<file path="src/rtl/sram_port_arbiter.sv">
// Arbitrates NCH valid/ready request channels onto one single-port SRAM with a fixed read latency.
// Round-robin or fixed-priority grant; exactly one transaction is in flight at any time.
module sram_port_arbiter #(
   parameter int NCH       = 2,
   parameter int ADDR_W    = 32,
   parameter int DATA_W    = 64,
   parameter int RD_LAT    = 1,
   parameter int PRIO_MODE = 0,
   parameter int BE_W      = DATA_W/8
) (
   input  logic                  clock,
   input  logic                  reset,
   input  logic [NCH-1:0]        req_valid,
   output logic [NCH-1:0]        req_ready,
   input  logic [NCH*BE_W-1:0]   req_wen,
   input  logic [NCH*ADDR_W-1:0] req_addr,
   input  logic [NCH*DATA_W-1:0] req_wdata,
   output logic [NCH-1:0]        resp_valid,
   output logic [DATA_W-1:0]     resp_rdata,
   output logic                  mem_en,
   output logic [BE_W-1:0]       mem_wen,
   output logic [ADDR_W-1:0]     mem_addr,
   output logic [DATA_W-1:0]     mem_wdata,
   input  logic [DATA_W-1:0]     mem_rdata,
   output logic                  busy
);
   localparam int IW = (NCH > 1) ? $clog2(NCH) : 1;
   localparam int LW = $clog2(RD_LAT+1);
   localparam logic [0:0] S_IDLE = 1'b0;
   localparam logic [0:0] S_WAIT = 1'b1;

   logic [0:0]        r_state;
   logic [LW-1:0]     r_lat_cnt;
   logic [IW-1:0]     r_rr_ptr;
   logic [IW-1:0]     r_rd_ch;
   logic [NCH-1:0]    r_ack;
   logic [ADDR_W-1:0] r_addr;
   logic [DATA_W-1:0] r_wdata;

   logic [NCH-1:0][IW-1:0] w_order;
   logic                   w_found;
   logic [IW-1:0]          w_gnt;
   logic                   w_hs;
   logic [BE_W-1:0]        w_wen;
   logic                   w_rd_done;

   // Search order: rr_ptr+1, rr_ptr+2, ... in round-robin, plain index order in fixed priority
   always_comb begin
      for (int k = 0; k < NCH; k++)
         w_order[k] = (PRIO_MODE == 1) ? IW'(k) : IW'((int'(r_rr_ptr) + 1 + k) % NCH);
   end

   always_comb begin
      w_found = 1'b0;
      w_gnt   = '0;
      for (int k = 0; k < NCH; k++) begin
         if (!w_found && req_valid[w_order[k]]) begin
            w_found = 1'b1;
            w_gnt   = w_order[k];
         end
      end
   end

   always_comb begin
      req_ready = '0;
      if (!reset && r_state == S_IDLE && w_found)
         req_ready[w_gnt] = 1'b1;
   end

   assign w_hs  = |(req_valid & req_ready);
   assign w_wen = req_wen[w_gnt*BE_W +: BE_W];

   // Address/data hold their last granted value while the port is idle
   assign mem_en    = w_hs;
   assign mem_wen   = w_hs ? w_wen : '0;
   assign mem_addr  = w_hs ? req_addr[w_gnt*ADDR_W +: ADDR_W] : r_addr;
   assign mem_wdata = w_hs ? req_wdata[w_gnt*DATA_W +: DATA_W] : r_wdata;

   assign w_rd_done = (r_state == S_WAIT) && (r_lat_cnt == '0);
   assign busy      = (r_state != S_IDLE);

   always_comb begin
      resp_valid = r_ack;
      resp_rdata = '0;
      if (w_rd_done) begin
         resp_valid[r_rd_ch] = 1'b1;
         resp_rdata          = mem_rdata;
      end
   end

   always_ff @(posedge clock or posedge reset) begin
      if (reset) begin
         r_state   <= S_IDLE;
         r_lat_cnt <= '0;
         r_rr_ptr  <= IW'(NCH-1);
         r_rd_ch   <= '0;
         r_ack     <= '0;
         r_addr    <= '0;
         r_wdata   <= '0;
      end else begin
         r_ack <= '0;
         case (r_state)
            S_IDLE: begin
               if (w_hs) begin
                  r_addr  <= mem_addr;
                  r_wdata <= mem_wdata;
                  if (PRIO_MODE == 0)
                     r_rr_ptr <= w_gnt;
                  if (|w_wen) begin
                     r_ack <= req_ready;
                  end else begin
                     r_state   <= S_WAIT;
                     r_lat_cnt <= LW'(RD_LAT-1);
                     r_rd_ch   <= w_gnt;
                  end
               end
            end
            default: begin
               if (r_lat_cnt == '0)
                  r_state <= S_IDLE;
               else
                  r_lat_cnt <= r_lat_cnt - LW'(1);
            end
         endcase
      end
   end
endmodule

</file>
<file path="config.mk">
export PLATFORM = sky130hd
export DESIGN_NAME = sram_port_arbiter
export DESIGN_NICKNAME = d
export VERILOG_FILES = /design/src/rtl/sram_port_arbiter.sv
export SDC_FILE = /design/constraint.sdc
export NUM_CORES = 1
export LEC_CHECK = 0
export ABC_AREA = 1
export CORE_AREA = 2 2 173 175
export CTS_CLUSTER_SIZE = 40
export DETAILED_ROUTE_END_ITERATION = 10
export DIE_AREA = 0 0 175 177
export RECOVER_POWER = 25
export SLEW_MARGIN = 20
export SYNTH_ARGS = -nofsm -noshare
export SYNTH_HDL_FRONTEND = slang
export SYNTH_SLANG_ARGS = --single-unit
export TNS_END_PERCENT = 1
</file>
<file path="constraint.sdc">
create_clock -name clock -period 3.5 [get_ports clock]
set_input_delay 0.7 -clock clock [delete_from_list [all_inputs] [get_ports clock]]
set_output_delay 0.7 -clock clock [all_outputs]
set_load 0.01 [all_outputs]
</file>
## Word level (Yosys, flattened, before mapping)

Cells that the tools add are included.

| cells by class | value |
|---|---|
| add/sub/neg operators | 3 |
| $mul | 0 |
| divide/modulo/power cells | 0 |
| $lt $le $gt $ge | 6 |
| equal/unequal tests | 1 |
| shift operators | 3 |
| muxes and demuxes | 29 |
| bitwise logic cells | 5 |
| reductions and logical operators | 14 |

Operators with widths:

| kind | count |
|---|---|
| $mux W64 | 2 |
| $shiftx A128 B8 Y64 | 1 |
| $shiftx A64 B7 Y32 | 1 |
| $mux W32 | 1 |
| $mux W1 | 18 |
| $shiftx A16 B5 Y8 | 1 |
| $mux W2 | 5 |
| $lt A1 B2 Y1 const B | 4 |
| $mux W8 | 1 |
| $reduce_or A8 Y1 | 1 |
| $logic_and A1 B1 Y1 | 6 |
| $reduce_and A2 Y1 | 2 |
| $not A1 Y1 | 3 |
| $reduce_and A3 Y1 | 1 |
| $add A1 B1 Y1 const B | 2 |
| $and A2 B2 Y2 | 1 |
| $demux W1 S1 | 2 |
| $ge A1 B1 Y1 const B | 2 |
| $logic_not A1 Y1 | 2 |
| $ne A2 B2 Y1 const B | 1 |
| $or A2 B2 Y2 | 1 |
| $reduce_bool A2 Y1 | 1 |
| $reduce_or A2 Y1 | 1 |
| $sub A1 B1 Y1 const B | 1 |

| word-level totals | value |
|---|---|
| register bits | 102 |
| latch bits | 0 |
| bits in writable memories | 0 |
| bits in read-only memories | 0 |
| memories | 0 |

## Logic depth before layout (Yosys ltp)

Gate-level depths: netlist of run 1.

| depth | value |
|---|---|
| depth after elaboration | 16 |
| gate-level depth with buffers | 10 |
| depth with buffers taken out | 9 |

## Worst setup path before layout of run 1

Ideal clock, no wire load.

| timing path | value |
|---|---|
| kind | input -> output |
| start | input req_valid[1] |
| end | output mem_addr[15] |
| data arrival time | 1.829 ns |
| required time | 2.800 ns |
| path slack | 0.971 ns |
| cell stages on the path | 9 |
| path buffers | 3 |
| cell sequence | buf_4 nor2_1 nor3_4 nand2_2 inv_2 buf_6 buf_8 nand2_2 nand3_1 |

| between the ends | value |
|---|---|
| cells in the longest elaborated chain, start to end | 14 |

RTL lines:

| what | RTL line | text |
|---|---|---|
| start: declaration | 13 | `input logic [NCH-1:0] req_valid,` |
| $mux W1 (not written as such) (2 in series) | 57 | `if (!w_found && req_valid[w_order[k]]) begin` |
| $mux W1 | 57 |  |
| $logic_not A1 Y1 | 57 |  |
| $logic_and A1 B1 Y1 | 57 |  |
| $mux W1 | 57 |  |
| $lt A1 B2 Y1 (not written as such) or $ge A1 B1 Y1 (tied branches) | 67 | `req_ready[w_gnt] = 1'b1;` |
| $logic_and A1 B1 Y1 (not written as such) | 67 |  |
| $mux W1 (not written as such) | 67 |  |
| $demux W1 S1 | 67 |  |
| $mux W2 | 66 | `if (!reset && r_state == S_IDLE && w_found)` |
| $and A2 B2 Y2 (*) | 70 | `assign w_hs = \|(req_valid & req_ready);` |
| $reduce_or A2 Y1 (*) | 70 |  |
| via mem_en | 20 | `output logic mem_en,` |
| $mux W32 (*) | 76 | `assign mem_addr = w_hs ? req_addr[w_gnt*ADDR_W +: ADDR_W] : r_addr;` |
| end: declaration | 22 | `output logic [ADDR_W-1:0] mem_addr,` |

The timed path passes the listed nets; every way through them passes the cells marked *. The select of a mux whose other input is x is not followed.

## Final worst setup path of run 1

| timing path | value |
|---|---|
| start | input req_valid[1] |
| end | output mem_wdata[1] |

| between the ends | value |
|---|---|
| cells in the longest elaborated chain, start to end | 14 |

RTL lines:

| what | RTL line | text |
|---|---|---|
| $mux W1 (not written as such) (2 in series) | 57 |  |
| $mux W1 | 57 |  |
| $logic_not A1 Y1 | 57 |  |
| $logic_and A1 B1 Y1 | 57 |  |
| $mux W1 | 57 |  |
| $lt A1 B2 Y1 (not written as such) or $ge A1 B1 Y1 (tied branches) | 67 |  |
| $logic_and A1 B1 Y1 (not written as such) | 67 |  |
| $mux W1 (not written as such) | 67 |  |
| $demux W1 S1 | 67 |  |
| $mux W2 | 66 |  |
| $and A2 B2 Y2 | 70 |  |
| $reduce_or A2 Y1 | 70 |  |
| $mux W64 (*) | 77 | `assign mem_wdata = w_hs ? req_wdata[w_gnt*DATA_W +: DATA_W] : r_wdata;` |
| end: declaration | 23 | `output logic [DATA_W-1:0] mem_wdata,` |

Mark *: on every way between the ends. The rest lies on a longest branch, timed or not. The select of a mux whose other input is x is not followed.

==> results.sh, run 1 <==
export IMPL_core_area_sq_mm=0.02924
export IMPL_drive_gt1_share_pct=9.650
export IMPL_cts_buffers=9
export IMPL_cp_startpoint="req_valid[1]"
export IMPL_max_stage_delay_ns=0.56
export IMPL_drv_cap=1
export IMPL_clock_latency_ns=0.36
export IMPL_cts_root_buf="clkbuf_16"
export IMPL_cp_endpoint="mem_wdata[1]"
export IMPL_drtAntennaViolNets=0
export IMPL_critPathBufInv=5
export IMPL_crit_family="buffers and inverters"
export IMPL_area_growth_pct=104.5
export IMPL_antenna_found_initial=0
export IMPL_drtIter0Drc=332
export IMPL_relSlewSlack_pct=-25.85
export IMPL_cp_slowest_cell="clkdlybuf4s50_1"
export IMPL_cts_setup_buffers=0
export IMPL_hold_slack_ns=0.4698
export IMPL_violations="capacitance limit, slew limit"
export IMPL_antennaDiodeCount=0
export IMPL_synth_top_area_share_pct=44.03
export IMPL_yosysWarnings=0
export IMPL_ys_seq_area_share_pct=44.50
export IMPL_hp_class="reg -> reg"
export IMPL_overflow=0
export IMPL_place_ws_ns=0.04685
export IMPL_min_path_cells=2
export IMPL_slew_viol_final=46
export IMPL_grt_pass1_wl_mm=37.32
export IMPL_hpwl_mm=19.39
export IMPL_cts_buffer_depth=2
export IMPL_dp_cells=1690
export IMPL_wl_per_cell_microns=14.44
export IMPL_fin_tns_setup_ns=0
export IMPL_place_congestion=0.8176
export IMPL_fp_dieH_microns=177
export IMPL_crit_arrival_ns=2.68
export IMPL_r2r_start="r_rr_ptr$_DFFE_PP1P_"
export IMPL_fin_nets=1587
export IMPL_fin_worst_skew_ns=0.01857
export IMPL_critPathMostFrequentCell="clkdlybuf4s50_1"
export IMPL_fin_ws_ns=0.1248
export IMPL_synth_area_leaders="dfrtp_1, nand2_1, nand3_1"
export IMPL_grt_usage_pct=15.26
export IMPL_outcome="complete, but fails checks"
export IMPL_required_ns=2.80
export IMPL_pin_count=450
export IMPL_seqCellArea_sq_mm=0.002530
export IMPL_worstSetupPathDepth=9
export IMPL_start_util_pct=19.43
export IMPL_ys_ff_latch=101
export IMPL_cts_sinks=101
export IMPL_netlist_instances=820
export IMPL_drc=0
export IMPL_worst_pin_slew_ns=1.888
export IMPL_grt_pass1_vias=6963
export IMPL_max_freq_mhz=296.3
export IMPL_wl_mm=24.64
export IMPL_postLayoutCoreUtil_pct=39.74
export IMPL_period_share_pct=96.43
export IMPL_io_buffers=449
export IMPL_fin_cells=1706
export IMPL_worst_setup_path_start_kind="input pin"
export IMPL_yosysTopAreaCell="dfrtp_1"
export IMPL_std_cell_rows=63
export IMPL_ys_types=19
export IMPL_vdd_drop_max_v=0.0002086
export IMPL_nFillCells=2972
export IMPL_period_minus_slack_ns=3.375
export IMPL_path_clk_slew_ns=0.07
export IMPL_timing_rr_end="r_rd_ch$_DFFE_PP0P_"
export IMPL_finalSetupViolCount=0
export IMPL_worst_path_max_fanout=53
export IMPL_grt_setup_unrepaired="false"
export IMPL_multi_input_comb_area_sq_mm=0.002619
export IMPL_hold_viol_final=0
export IMPL_die_area_sq_mm=0.03098
export IMPL_leakage_nw=6.482
export IMPL_critPathKind="in -> out"
export IMPL_path_cells="clkdlybuf4s50_1 > nor2_2 > nor3_4 > buf_4 > clkinv_2 > buf_12 > nand2_1 > nand3_1 > clkdlybuf4s50_1"
export IMPL_powerDensity_mw_per_mm2=333.1
export IMPL_worstSetupEndpointType="output port"
export IMPL_drt_first_pass_iters=4
export IMPL_worst_r2r_setup_slack_ns=1.73
export IMPL_synthesis_area_sq_mm=0.005683
export IMPL_avgViaCountPerCell=4.161
export IMPL_synth_area_per_cell_sq_um=6.930
export IMPL_die_width_microns=175
export IMPL_grt_max_degree=68
export IMPL_cts_tree="done"
export IMPL_synthesis_nets=1096
export IMPL_dr_total_vias=7099
export IMPL_htreeDepth=3
export IMPL_r2r_cells=10
## cells in the mapped netlist
master / number
nor2_1: 13
buf_2: 19
buf_4: 5
nand2_2: 33
nand3b_1: 6
nand3_1: 194
o21bai_1: 1
o21ai_0: 1
nor3_4: 1
inv_1: 78
nand2_1: 347
inv_2: 3
dfstp_2: 1
clkbuf_1: 12
a21o_1: 1
buf_6: 1
nand4_1: 1
buf_8: 3
dfrtp_1: 100
## worst min path at each step
stage | startpoint | to | slack [ns]
3_3_place_gp | r_rr_ptr$_DFFE_PP1P_ | r_rr_ptr$_DFFE_PP1P_ | 0.46
3_5_place_dp | r_rr_ptr$_DFFE_PP1P_ | r_rr_ptr$_DFFE_PP1P_ | 0.46
2_1_floorplan | r_rr_ptr$_DFFE_PP1P_ | r_rr_ptr$_DFFE_PP1P_ | 0.45
4_1_cts | r_rr_ptr$_DFFE_PP1P_ | r_rr_ptr$_DFFE_PP1P_ | 0.47
6_report | r_rr_ptr$_DFFE_PP1P_ | r_rr_ptr$_DFFE_PP1P_ | 0.47
5_1_grt | r_rr_ptr$_DFFE_PP1P_ | r_rr_ptr$_DFFE_PP1P_ | 0.50
## cells in the final DEF, fill, tap and decap left out
cell type	n
clkdlybuf4s50_1	380
nand2_1	347
nand3_1	194
dfrtp_1	99
inv_1	78
dlymetal6s2s_1	69
buf_4	57
nand2_2	33
buf_12	13
nor2_1	12
clkbuf_16	9
nand3b_1	6
clkinv_2	3
inv_8	2
nor2_2	1
nor3_4	1
inv_2	1
o21bai_1	1
o21ai_0	1
a21o_1	1
nand4_1	1
dfrtp_2	1
bufinv_16	1
clkinv_8	1
inv_6	1
clkinv_4	1
clkbuf_4	1
dfstp_2	1
## per-layer routing
layer | track usage [%] | up-vias | share of wire, %
met4 | 4.583 | 0 | 2.0
met2 | 27.70 | 288 | 51
met5 | 0 | - | 0
li1 | - | 3545 | -
met3 | 3.973 | 36 | 7.1
met1 | 17.56 | 3230 | 40
## final cells by class
type | instances | area share [%]
Multi-Input combinational cell | 598 | 22.53
Inverter | 81 | 2.638
Clock inverter | 7 | 0.7859
Timing Repair Buffer | 520 | 46.14
Tap cell | 390 | 4.199
Clock buffer | 9 | 1.938
Sequential cell | 101 | 21.77
## through the flow
step           total power, mW  area [sq um]
6_report                 3.871         11620
4_1_cts                  3.980         11450
3_3_place_gp             2.825         11130
5_1_grt                  4.102         11620
3_5_place_dp             2.835         11130
2_1_floorplan            1.929          5683
## sequential cells by signal, summed over array words and instances (netlist names)
register / flops
r_addr: 32
r_rr_ptr: 1
busy: 1
r_wdata: 64
r_ack: 2
r_rd_ch: 1
## worst reg2reg max path, cell delays in order (launching register included)
cell and delay [ns]:
dfstp_2 0.54, nand2_2 0.05, nand2_1 0.12, buf_4 0.18, nand2_1 0.05, o21ai_0 0.16
nand2_1 0.09, nor2_1 0.22, nand3_1 0.13, nand2_1 0.08, nand2_1 0.04
## logic make-up (layout without fill, tap and decap cells)
logic type             Yosys count  count (layout)  share of synthesized area (%)
buffers and inverters          121             617                          9.467
AND/OR/NAND/NOR                595             595                          45.68
flip-flops                     101             101                          44.50
AO/OA/AOI/OAI                    3               3                         0.3523
## what timing repair did
| action | CTS | global route |
|---|---|---|
| hold buffers | 0 | 0 |
| setup endpoints to repair | 0 | 86 |
| gates resized for setup | 0 | 70 |
## power breakdown
| group | internal, mW | switching [mW] | total (mW) |
|---|---|---|---|
| clock | 0.576 | 0.534 | 1.11 |
| combinational | 0.795 | 0.583 | 1.38 |
| sequential | 1.34 | 0.0459 | 1.38 |
| total | 2.71 | 1.16 | 3.87 |
Note: power is estimated with default switching activity, not from simulation.
==> inputs of run 2 (changes only) <==
Settings changed: CELL_PAD_IN_SITES_DETAIL_PLACEMENT set to 0, CELL_PAD_IN_SITES_GLOBAL_PLACEMENT set to 2, CORE_AREA 2 2 173 175 to unset, CORE_MARGIN set to 1.5, CORE_UTILIZATION set to 14, CTS_BUF_LIST set to sky130_fd_sc_hd__clkbuf_16, DIE_AREA 0 0 175 177 to unset, PLACE_DENSITY_LB_ADDON set to 0.1.
==> run 2 against run 1 <==
The run now ends clean. Power increased by 3.0%. Critical path depth rose by 1. First-iteration DRC count down 9.3%. Clock skew fell by 0.010 ns. Critical path type unchanged. Highest routed layer unchanged.
==> results.sh, run 2 (same netlist as run 1, synthesis figures left out) <==
export IMPL_die_width_microns=204.5
export IMPL_cts_root_buf="clkbuf_16"
export IMPL_dpl_instance_area_sq_mm=0.01241
export IMPL_grt_pass1_wl_mm=45.77
export IMPL_crit_arrival_ns=2.74
export IMPL_fin_nets=1736
export IMPL_vdd_drop_max_v=0.0002340
export IMPL_worst_path_max_fanout=28
export IMPL_power_mw=3.987
export IMPL_outcome="completed"
export IMPL_wl_mm=30.91
export IMPL_hp_class="reg -> reg"
export IMPL_leakage_nw=6.880
export IMPL_slew_viol_final=0
export IMPL_fin_area_sq_mm=0.01283
export IMPL_cp_startpoint="req_valid[0]"
export IMPL_std_cell_rows=73
export IMPL_antenna_found_initial=2
export IMPL_required_ns=2.80
export IMPL_worstSetupEndpointType="output port"
export IMPL_hpwl_mm=24.78
export IMPL_grt_pass1_vias=7484
export IMPL_htreeDepth=3
export IMPL_final_cell_mix="clkdlybuf4s50_1, nand2_1, buf_4"
export IMPL_top_regs="r_wdata x64, r_addr x32, r_ack x2"
export IMPL_drt_first_pass_iters=4
export IMPL_pin_count=450
export IMPL_start_util_pct=14.24
export IMPL_grt_max_degree=68
export IMPL_finalSetupViolCount=0
export IMPL_cts_buffers=9
export IMPL_worst_r2r_setup_slack_ns=1.74
export IMPL_drive_gt1_share_pct=18.57
export IMPL_clock_latency_ns=0.38
export IMPL_worst_setup_path_start_kind="input pin"
export IMPL_avgViaCountPerCell=3.715
export IMPL_min_path_cells=2
export IMPL_timing_rr_end="r_rd_ch$_DFFE_PP0P_"
export IMPL_period_minus_slack_ns=3.438
export IMPL_critPathKind="in -> out"
export IMPL_hold_viol_final=0
export IMPL_overflow=0
export IMPL_whs_endpoint="r_rr_ptr$_DFFE_PP1P_"
export IMPL_cts_sinks=101
export IMPL_area_growth_pct=125.8
export IMPL_hold_slack_ns=0.4886
export IMPL_cts_tree="done"
export IMPL_period_share_pct=98.22
export IMPL_cts_buffer_depth=2
export IMPL_drtAntennaViolNets=0
export IMPL_mostFrequentLayoutCell="clkdlybuf4s50_1"
export IMPL_hp_start="r_rr_ptr$_DFFE_PP1P_"
export IMPL_top_register="r_wdata"
export IMPL_place_congestion=0.7562
export IMPL_r2r_cells=10
export IMPL_fin_worst_skew_ns=0.008108
export IMPL_drtIter0Drc=301
export IMPL_r2r_start="r_rr_ptr$_DFFE_PP1P_"
export IMPL_postCtsHoldBufs=0
export IMPL_worst_pin_slew_ns=1.296
export IMPL_drc=0
export IMPL_core_area_sq_mm=0.03991
export IMPL_die_area_sq_mm=0.04181
export IMPL_fp_dieH_microns=204.5
export IMPL_io_buffers=449
export IMPL_drv_cap=0
export IMPL_path_clk_slew_ns=0.08
export IMPL_relSlewSlack_pct=13.62
export IMPL_fin_tns_setup_ns=0
export IMPL_dr_total_vias=7400
export IMPL_wl_per_cell_microns=15.52
export IMPL_grt_usage_pct=14.66
export IMPL_grt_setup_unrepaired="true"
export IMPL_largest_reg_flops=64
export IMPL_powerDensity_mw_per_mm2=310.7
export IMPL_postLayoutCoreUtil_pct=32.15
export IMPL_max_freq_mhz=290.9
run 2: changes by cell type in the layout (fill, tap and decap cells not counted), moves of 2 or more:
cell and change:
clkbuf_1 +2, buf_4 +143, buf_12 -4, diode_2 +2
inv_8 -2, dlygate4sd2_1 +27, dlymetal6s2s_1 -25, clkdlybuf4s50_1 -2
clkinv_2 -2, clkinvlp_4 +2, buf_6 +5, buf_16 +2
run 2: worst max-delay path by stage:
stage                           endpoint  slack (ns)
after global routing       mem_wdata[29]       -0.08
final                      mem_wdata[29]        0.06
after CTS                  mem_wdata[28]       -0.02
after global placement       mem_addr[6]       -0.07
after detailed placement     mem_addr[6]       -0.08
after floorplan           busy$_DFF_PP0_        0.15
run 2: area by class of cell:
type                    instances  area (sq um)
fillers                      4296         27080
repair buffers                669          6391
multi-input cells             598          2616
flip-flops and latches        101          2530
well taps                     525         656.9
inverters                      81         316.6
clock buffers                   9         225.2
clock inverters                 7         91.34
diodes                          2         5.005
run 2: critical path: stages:
cell,delay (ns)
clkdlybuf4s50_1,0.52
nor2_1,0.08
nor3_4,0.15
buf_12,0.14
nand2_2,0.07
clkinv_4,0.12
buf_16,0.20
nand2_1,0.10
nand3_1,0.09
clkdlybuf4s50_1,0.56
run 2: repair_timing:
| item | CTS | global route |
|---|---|---|
| setup endpoints to repair | 73 | 70 |
| cloned | 0 | 0 |
| setup buffers | 0 | 0 |
| endpoints found under the hold margin | 0 | 0 |
| resized for setup | 31 | 53 |
run 2: through the flow:
stage | instances | worst slack [ns]
after CTS | 1990 | -0.02400
after detailed placement | 1974 | -0.08236
final | 1992 | 0.06237
after global placement | 1974 | -0.06897
after floorplan | 820 | 0.1545
after global routing | 1991 | -0.07640
run 2: layer usage:
layer / global-route usage, % / part of all wire [%] / vias up
met1: 16.35 / 40 / 3291
met2: 26.27 / 50 / 249
li1: - / - / 3846
met3: 5.230 / 8.7 / 14
met5: 0 / 0 / -
met4: 3.703 / 1.3 / 0
run 2: where the power goes:
group | switching, mW | internal (mW) | leakage (nW)
Combinational | 0.626 | 0.849 | 5.48
Clock | 0.508 | 0.625 | 0.155
Sequential | 0.0417 | 1.34 | 1.25
Total | 1.17 | 2.81 | 6.88
==> inputs of run 3 (changes only) <==
Settings changed: ABC_AREA 1 to unset.
==> run 3 against run 2 <==
The flow now finishes with violations (capacitance limit, slew limit). Combinational power is 3% lower. Via count decreased by 13%. Sequential power is essentially flat. Clock power decreased by 9.7%. Final area decreased by 9.3%. Hold slack gained 0.021 ns. Final cell count down 16%. Critical endpoint is now mem_wdata[61]. Largest cell class unchanged. Highest routed layer is now met5.
==> results.sh, run 3 <==
export IMPL_max_stage_delay_ns=0.54
export IMPL_crit_family="buffers and inverters"
export IMPL_dr_total_vias=6453
export IMPL_cts_buffers=9
export IMPL_mostFrequentLayoutCell="clkdlybuf4s50_1"
export IMPL_nFillCells=3927
export IMPL_cp_startpoint="reset"
export IMPL_fin_area_sq_mm=0.01164
export IMPL_violations="capacitance limit, slew limit"
export IMPL_htreeDepth=3
export IMPL_fin_worst_skew_ns=0.01917
export IMPL_grt_setup_unrepaired="true"
export IMPL_cts_buffer_depth=2
export IMPL_cts_setup_buffers=0
export IMPL_power_mw=3.830
export IMPL_start_util_pct=14.17
export IMPL_yosysWarnings=0
export IMPL_area_growth_pct=125.0
export IMPL_slew_viol_final=62
export IMPL_grt_pass1_vias=6575
export IMPL_largest_reg_flops=64
export IMPL_die_area_sq_mm=0.03812
export IMPL_top_register="r_wdata"
export IMPL_cts_tree="done"
export IMPL_postCtsHoldBufs=0
export IMPL_hp_class="reg -> reg"
export IMPL_cts_sinks=101
export IMPL_wl_mm=29.06
export IMPL_period_minus_slack_ns=3.437
export IMPL_yosys_most_used_dff="dfrtp_1"
export IMPL_cp_slowest_cell="clkdlybuf4s50_1"
export IMPL_finalSetupViolCount=0
export IMPL_synth_area_leaders="dfrtp_1, nand2_1, a22oi_1"
export IMPL_drt_first_pass_iters=5
export IMPL_synth_area_per_cell_sq_um=8.084
export IMPL_overflow=0
export IMPL_drtIter0Drc=185
export IMPL_yosysMostFrequentCell="nand2_1"
export IMPL_drtAntennaViolNets=0
export IMPL_place_ws_ns=-0.01208
export IMPL_netlist_instances=640
export IMPL_ys_types=24
export IMPL_fin_nets=1469
export IMPL_synthesis_area_sq_mm=0.005174
export IMPL_core_area_sq_mm=0.03652
export IMPL_path_cells="clkdlybuf4s50_1 > or2_4 > buf_4 > nor2_4 > buf_12 > buf_12 > nand2_1 > nand2_1 > clkdlybuf4s50_1"
export IMPL_p_comb_share_pct=37.2
export IMPL_required_ns=2.80
export IMPL_drc=0
export IMPL_path_clk_slew_ns=0.08
export IMPL_hp_start="r_wdata[3]$_DFFE_PP0P_"
export IMPL_grt_pass1_wl_mm=42.42
export IMPL_critPathKind="in -> out"
export IMPL_r2r_start="busy$_DFF_PP0_"
export IMPL_clock_latency_ns=0.36
export IMPL_final_cell_mix="clkdlybuf4s50_1, nand2_1, buf_4"
export IMPL_worst_path_max_fanout=23
export IMPL_power_switching_mw=1.160
export IMPL_p_sw_share_pct=30.29
export IMPL_std_cell_rows=70
export IMPL_worst_pin_slew_ns=1.533
export IMPL_top_regs="r_wdata x64, r_addr x32, r_ack x2"
export IMPL_min_path_cells=2
export IMPL_outcome="complete, but fails checks"
export IMPL_p_int_mw=2.670
export IMPL_dpl_instance_area_sq_mm=0.01126
export IMPL_yosysTopAreaCell="dfrtp_1"
export IMPL_drive_gt1_share_pct=13.03
export IMPL_synth_top_area_share_pct=48.37
export IMPL_drv_cap=1
export IMPL_io_buffers=449
export IMPL_powerDensity_mw_per_mm2=329.0
export IMPL_hpwl_mm=22.90
export IMPL_period_share_pct=98.19
export IMPL_worstSetupEndpointType="output port"
export IMPL_antenna_found_initial=5
export IMPL_ys_ff_latch=101
export IMPL_synthesis_nets=916
export IMPL_clkPwrFrac_pct=26.5
export IMPL_seqPwrFrac_pct=36.3
export IMPL_synth_edf_count=0
export IMPL_crit_arrival_ns=2.74
export IMPL_worstSetupPathDepth=9
export IMPL_avgViaCountPerCell=3.866
export IMPL_wl_per_cell_microns=17.41
export IMPL_async_flop_share_pct=100.0
export IMPL_vdd_drop_max_v=0.0002045
export IMPL_r2r_cells=7
export IMPL_synthTopCellsByCount="nand2_1, dfrtp_1, a22oi_1"
export IMPL_fin_ws_ns=0.06341
export IMPL_cts_root_buf="clkbuf_16"
export IMPL_leakage_nw=5.771
export IMPL_fp_dieH_microns=195.2
export IMPL_max_freq_mhz=291.0
export IMPL_critPathBufInv=5
export IMPL_pin_count=450
export IMPL_die_width_microns=195.2
export IMPL_grt_max_degree=68
export IMPL_hold_viol_final=0
export IMPL_relSlewSlack_pct=-2.233
export IMPL_ys_seq_area_share_pct=48.88
export IMPL_grt_usage_pct=14.95
export IMPL_worst_setup_path_start_kind="input pin"
export IMPL_place_congestion=0.7810
-- run 3: final timing paths --
kind	slack, ns	to
max in group asynchronous	0.56	r_addr[23]$_DFFE_PP0P_
min	0.51	r_wdata[3]$_DFFE_PP0P_
min reg2reg	0.51	r_wdata[3]$_DFFE_PP0P_
max	0.06	mem_wdata[61]
min in group asynchronous	0.96	r_wdata[38]$_DFFE_PP0P_
max reg2reg	1.89	r_addr[11]$_DFFE_PP0P_
-- run 3: layout make-up --
| cell class | count | area (sq um) | share of cell area, % |
|---|---|---|---|
| Tap cell | 468 | 585.6 | 5.030 |
| Multi-Input combinational cell | 496 | 2482 | 21.32 |
| Timing Repair Buffer | 582 | 5742 | 49.32 |
| Sequential cell | 101 | 2529 | 21.72 |
| Clock buffer | 9 | 225.2 | 1.935 |
| Inverter | 3 | 12.51 | 0.1075 |
| Clock inverter | 6 | 55.05 | 0.4729 |
| Antenna cell | 4 | 10.01 | 0.08598 |
-- run 3: kinds of logic (layout without fill, tap and decap cells) --
| logic type | after synthesis | count (layout) | synth area share, % |
|---|---|---|---|
| flops | 101 | 101 | 48.88 |
| compound gates | 112 | 112 | 15.84 |
| buf+inv | 43 | 600 | 3.628 |
| other cells | 0 | 4 | 0 |
| simple gates | 384 | 384 | 31.66 |
-- run 3: repair_timing --
action	in CTS	in global routing
resized for setup	10	48
endpoints found under the setup margin	20	87
gates cloned	0	0
-- run 3: metrics by stage --
step | hold WS (ns) | std cells | TNS [ns] | utilization, %
after detailed placement | 0.4966 | 1650 | -0.01944 | 30.82
after global placement | 0.4925 | 1650 | -0.03755 | 30.82
after CTS | 0.5178 | 1665 | 0 | 31.57
after floorplan | 0.4755 | 640 | 0 | -
after global routing | 0.5315 | 1669 | -0.7813 | 31.87
final | 0.5097 | 1669 | 0 | 31.87
-- run 3: power groups by stage --
| stage | Clock (mW) | Combinational [mW] | Sequential [mW] |
|---|---|---|---|
| 3_3_place_gp | 0 | 1.49 | 1.41 |
| 6_report | 1.02 | 1.42 | 1.39 |
| 2_1_floorplan | 0 | 0.507 | 1.40 |
| 5_1_grt | 1.13 | 1.56 | 1.41 |
| 3_5_place_dp | 0 | 1.48 | 1.41 |
| 4_1_cts | 1.08 | 1.48 | 1.39 |
-- run 3: routing by layer --
layer  track usage [%]  vias to the layer above  wire length (microns)  share of wire [%]
met3             5.509                       17                   2584                8.9
met2             25.54                      275                  14180                 49
met4             4.307                        2                    492                1.7
li1                  -                     3229                      -                  -
met1             17.45                     2930                  11790                 41
met5                 0                        -                     12              0.041
-- run 3: worst register-to-register path, delay by kind of cell, from the launching register on --
kind            cells  cell delay [ns]
simple gates        3             0.53
buf+inv             3             0.53
flops               1             0.40
compound gates      1             0.10
